### src/rtl/wb_arbiter_if.sv
// Writeback arbiter bus bundle: ALU result, load result, load issue and register-file write port.
// The arbiter sits on the slave side; the master modport is for whatever drives the sources.
interface wb_arbiter_if #(
  parameter int unsigned DATA_W = 32
);
  logic              alu_valid_i;
  logic [4:0]        alu_rd_i;
  logic [DATA_W-1:0] alu_data_i;
  logic              alu_stall_o;
  logic              ld_valid_i;
  logic              ld_ready_o;
  logic [4:0]        ld_rd_i;
  logic [DATA_W-1:0] ld_data_i;
  logic              iss_valid_i;
  logic [4:0]        iss_rd_i;
  logic [31:0]       busy_o;
  logic [4:0]        RDaddr_o;
  logic [DATA_W-1:0] RDdata_o;
  logic              RegWrite_o;

  modport slave (
    input  alu_valid_i, alu_rd_i, alu_data_i,
    input  ld_valid_i, ld_rd_i, ld_data_i,
    input  iss_valid_i, iss_rd_i,
    output alu_stall_o, ld_ready_o, busy_o,
    output RDaddr_o, RDdata_o, RegWrite_o
  );

  modport master (
    output alu_valid_i, alu_rd_i, alu_data_i,
    output ld_valid_i, ld_rd_i, ld_data_i,
    output iss_valid_i, iss_rd_i,
    input  alu_stall_o, ld_ready_o, busy_o,
    input  RDaddr_o, RDdata_o, RegWrite_o
  );
endinterface

### src/rtl/wb_arbiter.sv
// Single-port register-file writeback arbiter: ALU results take priority, load results queue
// in a small FIFO, and a starvation counter forces a load drain after STARVE_MAX ALU wins.
module wb_arbiter #(
  parameter int unsigned DATA_W     = 32,
  parameter int unsigned QDEPTH     = 2,
  parameter int unsigned STARVE_MAX = 4
) (
  input logic       clk_i,
  input logic       reset_n,
  wb_arbiter_if.slave bus
);

  localparam int unsigned PTR_W = (QDEPTH > 1) ? $clog2(QDEPTH) : 1;
  localparam int unsigned CNT_W = $clog2(QDEPTH + 1);
  localparam int unsigned STV_R = $clog2(STARVE_MAX + 1);
  localparam int unsigned STV_W = (STV_R < 3) ? 3 : STV_R;

  logic [4:0]        r_fifo_rd   [QDEPTH];
  logic [DATA_W-1:0] r_fifo_data [QDEPTH];
  logic [PTR_W-1:0]  r_wptr;
  logic [PTR_W-1:0]  r_rptr;
  logic [CNT_W-1:0]  r_count;
  logic [STV_W-1:0]  r_starve;
  logic              r_stall;
  logic [31:0]       r_busy;
  logic              r_regwrite;
  logic [4:0]        r_rdaddr;
  logic [DATA_W-1:0] r_rddata;

  logic              w_fifo_empty;
  logic              w_ld_ready;
  logic              w_push;
  logic              w_pop;
  logic              w_alu_win;
  logic [4:0]        w_head_rd;
  logic [DATA_W-1:0] w_head_data;
  logic [STV_W-1:0]  w_starve_nxt;
  logic [31:0]       w_busy_nxt;

  // Winner selection, starvation and scoreboard next-state
  always_comb begin
    w_fifo_empty = (r_count == '0);
    w_ld_ready   = (r_count < CNT_W'(QDEPTH));
    w_push       = bus.ld_valid_i && w_ld_ready;
    w_alu_win    = bus.alu_valid_i && !r_stall;
    w_pop        = !w_alu_win && !w_fifo_empty;
    w_head_rd    = r_fifo_rd[r_rptr];
    w_head_data  = r_fifo_data[r_rptr];

    w_starve_nxt = '0;
    if (w_alu_win && !w_fifo_empty) begin
      w_starve_nxt = r_starve + STV_W'(1);
    end

    // Set is applied after clear so a coincident issue keeps the bit pending
    w_busy_nxt = r_busy;
    if (w_pop) begin
      w_busy_nxt[w_head_rd] = 1'b0;
    end
    if (bus.iss_valid_i && (bus.iss_rd_i != 5'd0)) begin
      w_busy_nxt[bus.iss_rd_i] = 1'b1;
    end
    w_busy_nxt[0] = 1'b0;
  end

  // FIFO storage is written only on accept and needs no reset
  always_ff @(posedge clk_i) begin
    if (w_push) begin
      r_fifo_rd[r_wptr]   <= bus.ld_rd_i;
      r_fifo_data[r_wptr] <= bus.ld_data_i;
    end
  end

  always_ff @(posedge clk_i or negedge reset_n) begin
    if (!reset_n) begin
      r_wptr     <= '0;
      r_rptr     <= '0;
      r_count    <= '0;
      r_starve   <= '0;
      r_stall    <= 1'b0;
      r_busy     <= '0;
      r_regwrite <= 1'b0;
      r_rdaddr   <= '0;
      r_rddata   <= '0;
    end else begin
      if (w_push) begin
        r_wptr <= r_wptr + PTR_W'(1);
      end
      if (w_pop) begin
        r_rptr <= r_rptr + PTR_W'(1);
      end
      case ({w_push, w_pop})
        2'b10:   r_count <= r_count + CNT_W'(1);
        2'b01:   r_count <= r_count - CNT_W'(1);
        default: r_count <= r_count;
      endcase

      r_starve <= w_starve_nxt;
      r_stall  <= (w_starve_nxt == STV_W'(STARVE_MAX));
      r_busy   <= w_busy_nxt;

      // Writes to x0 still consume the slot but never reach the register file
      if (w_alu_win) begin
        r_regwrite <= (bus.alu_rd_i != 5'd0);
        r_rdaddr   <= bus.alu_rd_i;
        r_rddata   <= bus.alu_data_i;
      end else if (w_pop) begin
        r_regwrite <= (w_head_rd != 5'd0);
        r_rdaddr   <= w_head_rd;
        r_rddata   <= w_head_data;
      end else begin
        r_regwrite <= 1'b0;
      end
    end
  end

  assign bus.alu_stall_o = r_stall;
  assign bus.ld_ready_o  = w_ld_ready;
  assign bus.busy_o      = r_busy;
  assign bus.RDaddr_o    = r_rdaddr;
  assign bus.RDdata_o    = r_rddata;
  assign bus.RegWrite_o  = r_regwrite;

endmodule

### src/flat_wrapper.sv
// flat-port wrapper written by rule: the top's interface ports become plain ports
module wb_arbiter_flat 
#(
  parameter int unsigned DATA_W     = 32,
  parameter int unsigned QDEPTH     = 2,
  parameter int unsigned STARVE_MAX = 4
)
  (clk_i, reset_n, bus_alu_valid_i, bus_alu_rd_i, bus_alu_data_i, bus_ld_valid_i, bus_ld_rd_i, bus_ld_data_i, bus_iss_valid_i, bus_iss_rd_i, bus_alu_stall_o, bus_ld_ready_o, bus_busy_o, bus_RDaddr_o, bus_RDdata_o, bus_RegWrite_o);
  wb_arbiter_if #(.DATA_W(DATA_W)) bus_i ();
  input logic clk_i;
  input logic reset_n;
  input wire logic [$bits(bus_i.alu_valid_i)-1:0] bus_alu_valid_i;
  input wire logic [$bits(bus_i.alu_rd_i)-1:0] bus_alu_rd_i;
  input wire logic [$bits(bus_i.alu_data_i)-1:0] bus_alu_data_i;
  input wire logic [$bits(bus_i.ld_valid_i)-1:0] bus_ld_valid_i;
  input wire logic [$bits(bus_i.ld_rd_i)-1:0] bus_ld_rd_i;
  input wire logic [$bits(bus_i.ld_data_i)-1:0] bus_ld_data_i;
  input wire logic [$bits(bus_i.iss_valid_i)-1:0] bus_iss_valid_i;
  input wire logic [$bits(bus_i.iss_rd_i)-1:0] bus_iss_rd_i;
  output wire logic [$bits(bus_i.alu_stall_o)-1:0] bus_alu_stall_o;
  output wire logic [$bits(bus_i.ld_ready_o)-1:0] bus_ld_ready_o;
  output wire logic [$bits(bus_i.busy_o)-1:0] bus_busy_o;
  output wire logic [$bits(bus_i.RDaddr_o)-1:0] bus_RDaddr_o;
  output wire logic [$bits(bus_i.RDdata_o)-1:0] bus_RDdata_o;
  output wire logic [$bits(bus_i.RegWrite_o)-1:0] bus_RegWrite_o;
  assign bus_i.alu_valid_i = bus_alu_valid_i;
  assign bus_i.alu_rd_i = bus_alu_rd_i;
  assign bus_i.alu_data_i = bus_alu_data_i;
  assign bus_i.ld_valid_i = bus_ld_valid_i;
  assign bus_i.ld_rd_i = bus_ld_rd_i;
  assign bus_i.ld_data_i = bus_ld_data_i;
  assign bus_i.iss_valid_i = bus_iss_valid_i;
  assign bus_i.iss_rd_i = bus_iss_rd_i;
  assign bus_alu_stall_o = bus_i.alu_stall_o;
  assign bus_ld_ready_o = bus_i.ld_ready_o;
  assign bus_busy_o = bus_i.busy_o;
  assign bus_RDaddr_o = bus_i.RDaddr_o;
  assign bus_RDdata_o = bus_i.RDdata_o;
  assign bus_RegWrite_o = bus_i.RegWrite_o;
  wb_arbiter #(.DATA_W(DATA_W), .QDEPTH(QDEPTH), .STARVE_MAX(STARVE_MAX)) u_core (.clk_i(clk_i), .reset_n(reset_n), .bus(bus_i));
endmodule
### config.mk
export PLATFORM = sky130hd
export DESIGN_NAME = wb_arbiter_flat
export DESIGN_NICKNAME = d
export VERILOG_FILES = /design/src/rtl/wb_arbiter_if.sv /design/src/rtl/wb_arbiter.sv /design/src/flat_wrapper.sv
export SDC_FILE = /design/constraint.sdc
export NUM_CORES = 1
export LEC_CHECK = 0
export ABC_AREA = 1
export CAP_MARGIN = 25
export CORE_MARGIN = 1
export CORE_UTILIZATION = 49
export DETAILED_ROUTE_END_ITERATION = 12
export GPL_TIMING_DRIVEN = 0
export HOLD_SLACK_MARGIN = 0.08
export MAX_ROUTING_LAYER = met4
export PLACE_DENSITY_LB_ADDON = 0.3
export SLEW_MARGIN = 10
export SYNTH_ARGS = -nofsm -noshare
export SYNTH_HDL_FRONTEND = slang
export SYNTH_SLANG_ARGS = --single-unit
### constraint.sdc
create_clock -name clk_i -period 3.3 [get_ports clk_i]
set_input_delay 0.66 -clock clk_i [delete_from_list [all_inputs] [get_ports clk_i]]
set_output_delay 0.66 -clock clk_i [all_outputs]
set_load 0.005 [all_outputs]
==> impl_metrics.yaml <==
status:
  outcome: "completed"
sta:
  rsz0062_at_grt: "no"
  fin_crit_sh: 0.639
  worstMarginPinSlew_ps: 771
  min_period_ps: 2110
  finalMaxSlewViolations: 0
  setup_tns_ps: 0
  relSlewSlack: 0.485
  hold_violations: 0
  report.final.setup_viol: 0
  clock.fmax_ghz: 0.474
  fin_skew_ps: 6.48
cts:
  clk_path_buf_depth: 2
  holdBufCountCts: 0
  cts_tree: "built"
  clk_pin_slew_worst_paths_ps: 60
  insertion_delay_ps: 420
  numCtsBuffers: 17
  root_buffer: "clkbuf_16"
  cts_sinks: 151
  post-cts-setup-buffers: 0
  h-tree-depth: 4
  cts_resized: 0
power_and_ir_drop:
  vdd_drop_max_mv: 0.447
  power.density_nw_per_um2: 842
  p_leak_nw: 3.62
placement:
  hpwlAfterDp_um: 11200
  gp_congestion: 0.857
  io_buffers: 154
  dp_cells: 921
critical_path:
  startpoint: "u_core.r_count[1]"
  worst-path-max-fanout: 3
  worstPathArrival_ps: 1450
  cp.required_ps: 2640
  endpoint_kind: "primary output"
  crit_type: "reg2out"
  timing.rr.start: "u_core.r_count[1]"
  cp-start-kind: "register"
finish:
  regArea_um2: 4150
  drive_above_1_share: 0.140
  multi_input_area_um2: 1960
  fill_cells: 960
  antenna_cells: 0
  area_growth_pct: 37.9
  final_nets: 854
  instances_no_fill: 953
routing:
  first_pass_iters: 5
  wire_per_inst_um: 16.7
  drt_iter0_markers: 348
  wirelength_um: 15900
  drc: 0
  vias: 4963
  vias_per_cell: 5.21
  antenna_left: 0
floorplanning:
  coreArea_um2: 12700
  io_pins: 156
  fp.dieW_um: 116
  initial_core_util: 0.503
  rows: 41
  die_h_um: 116
  dieArea_um2: 13500
logic_synthesis:
  synth.net_count: 678
  ys_types: 29
  ys_ff_latch: 151
  syn_area_um2: 6370
  async_flop_share: 0.510
  ys_seq_area_frac: 0.651
  synth_edf_count: 74
  synthCells: 592
  avgSynthCellArea_um2: 10.8
  synth-main-ff-cell: "dfrtp_1"
  yosys_warnings: 0
grt:
  track_usage: 0.265
  antenna_found_initial: 0
  grt_max_degree: 66
  grt_pass1_vias: 5086
  overflow: 0
  grt_pass1_wl_um: 25300
flow_run:
  max_cap_viol_count: 0
hold_path:
  hold_path_class: "in2async"
-- stage by stage --
step	instance area (um2)	total power, mW	worst slack, ps	hold slack, ps	util
2_1_floorplan	6370	4.15	534	364	-
3_3_place_gp	8130	5.42	-1100	442	0.642
3_5_place_dp	8230	5.59	785	457	0.649
4_1_cts	8790	7.45	1170	85.4	0.694
5_1_grt	8790	7.83	1110	89.7	0.694
6_report	8790	7.40	1190	99.9	0.694
-- Yosys cell counts, types with 3 or more instances --
library cell	number	share of area
nand2_2	6	0.0059
xor2_1	3	0.0041
nand4_1	7	0.0069
o21ai_1	44	0.035
nand3_2	12	0.019
buf_4	3	0.0035
or2_2	16	0.016
buf_6	7	0.012
o211ai_2	14	0.027
o21ai_0	41	0.032
buf_2	8	0.0063
inv_1	28	0.016
clkbuf_1	3	0.0018
nand2_1	199	0.12
edfxtp_1	74	0.35
inv_2	3	0.0018
nor2_1	26	0.015
o211ai_1	6	0.0071
dfrtp_1	77	0.30
-- cell type report --
type                            count  area share
Inverter                           33      0.0147
Timing Repair Buffer              157       0.184
Sequential cell                   151       0.472
Clock inverter                     11      0.0120
Buffer                             21      0.0174
Clock buffer                       21      0.0524
Tap cell                          172      0.0245
Multi-Input combinational cell    387       0.223
-- per-layer routing --
metal	wire (um)	global-route usage
met4	338	0.104
met5	0	-
met1	6400	0.321
met3	917	0.0628
met2	8250	0.431
-- cells in the final DEF (no fill, tap or decap), types with 12 or more instances in the layout --
cell type        Yosys  final
clkbuf_16            0     17
o211ai_2            14     14
edfxtp_1            74     74
or2_2               16     16
o21ai_1             44     44
nor2_1              26     24
nand2_1            199    199
nand3_2             12     12
dfrtp_1             77     77
clkdlybuf4s50_1      0    153
inv_1               28     28
o21ai_0             41     41
-- critical path, cell delays in order (launching register included) --
cell	delay [ps]
dfrtp_1	410
inv_1	120
clkdlybuf4s50_1	510
-- path summary, 6_finish.rpt --
check	to	cells past startpoint	slack [ps]
setup reg to reg	u_core.r_fifo_data[0][10]	4	1410
min in group clk_i	u_core.r_starve[0]	1	460
hold reg to reg	u_core.r_starve[0]	1	460
setup / recovery	bus_ld_ready_o	2	1190
hold / removal	u_core.bus.busy_o[15]	1	100
max in group asynchronous	u_core.bus.RDdata_o[9]	2	2620
-- registers in the layout, summed over array words and instances, names as in the netlist --
| name | flops |
|---|---|
| u_core.r_starve | 3 |
| u_core.bus.RDdata_o | 32 |
| u_core.bus.RDaddr_o | 5 |
| u_core.r_rptr | 1 |
| u_core.bus.busy_o | 31 |
| u_core.r_fifo_data | 64 |
| u_core.bus.RegWrite_o | 1 |
| u_core.bus.alu_stall_o | 1 |
| u_core.r_count | 2 |
| u_core.r_fifo_rd | 10 |
| u_core.r_wptr | 1 |
-- report_power, final --
| group | switching [mW] | internal, mW |
|---|---|---|
| logic | 1.32 | 1.31 |
| clock network | 0.713 | 1.14 |
| registers | 0.311 | 2.60 |
-- kinds of logic (layout without fill, tap and decap cells) --
group / count (synthesis) / in the layout / share of synthesized area
XOR/XNOR: 4 / 4 / 0.00550
flip-flops: 151 / 151 / 0.651
AO/OA/AOI/OAI: 106 / 106 / 0.102
adder cells (fa/ha/maj): 2 / 2 / 0.00392
other: 1 / 1 / 0.000588
AND/OR/NAND/NOR: 274 / 274 / 0.193
buffers and inverters: 54 / 243 / 0.0442
No activity file was read; power rests on OpenSTA's default activity.
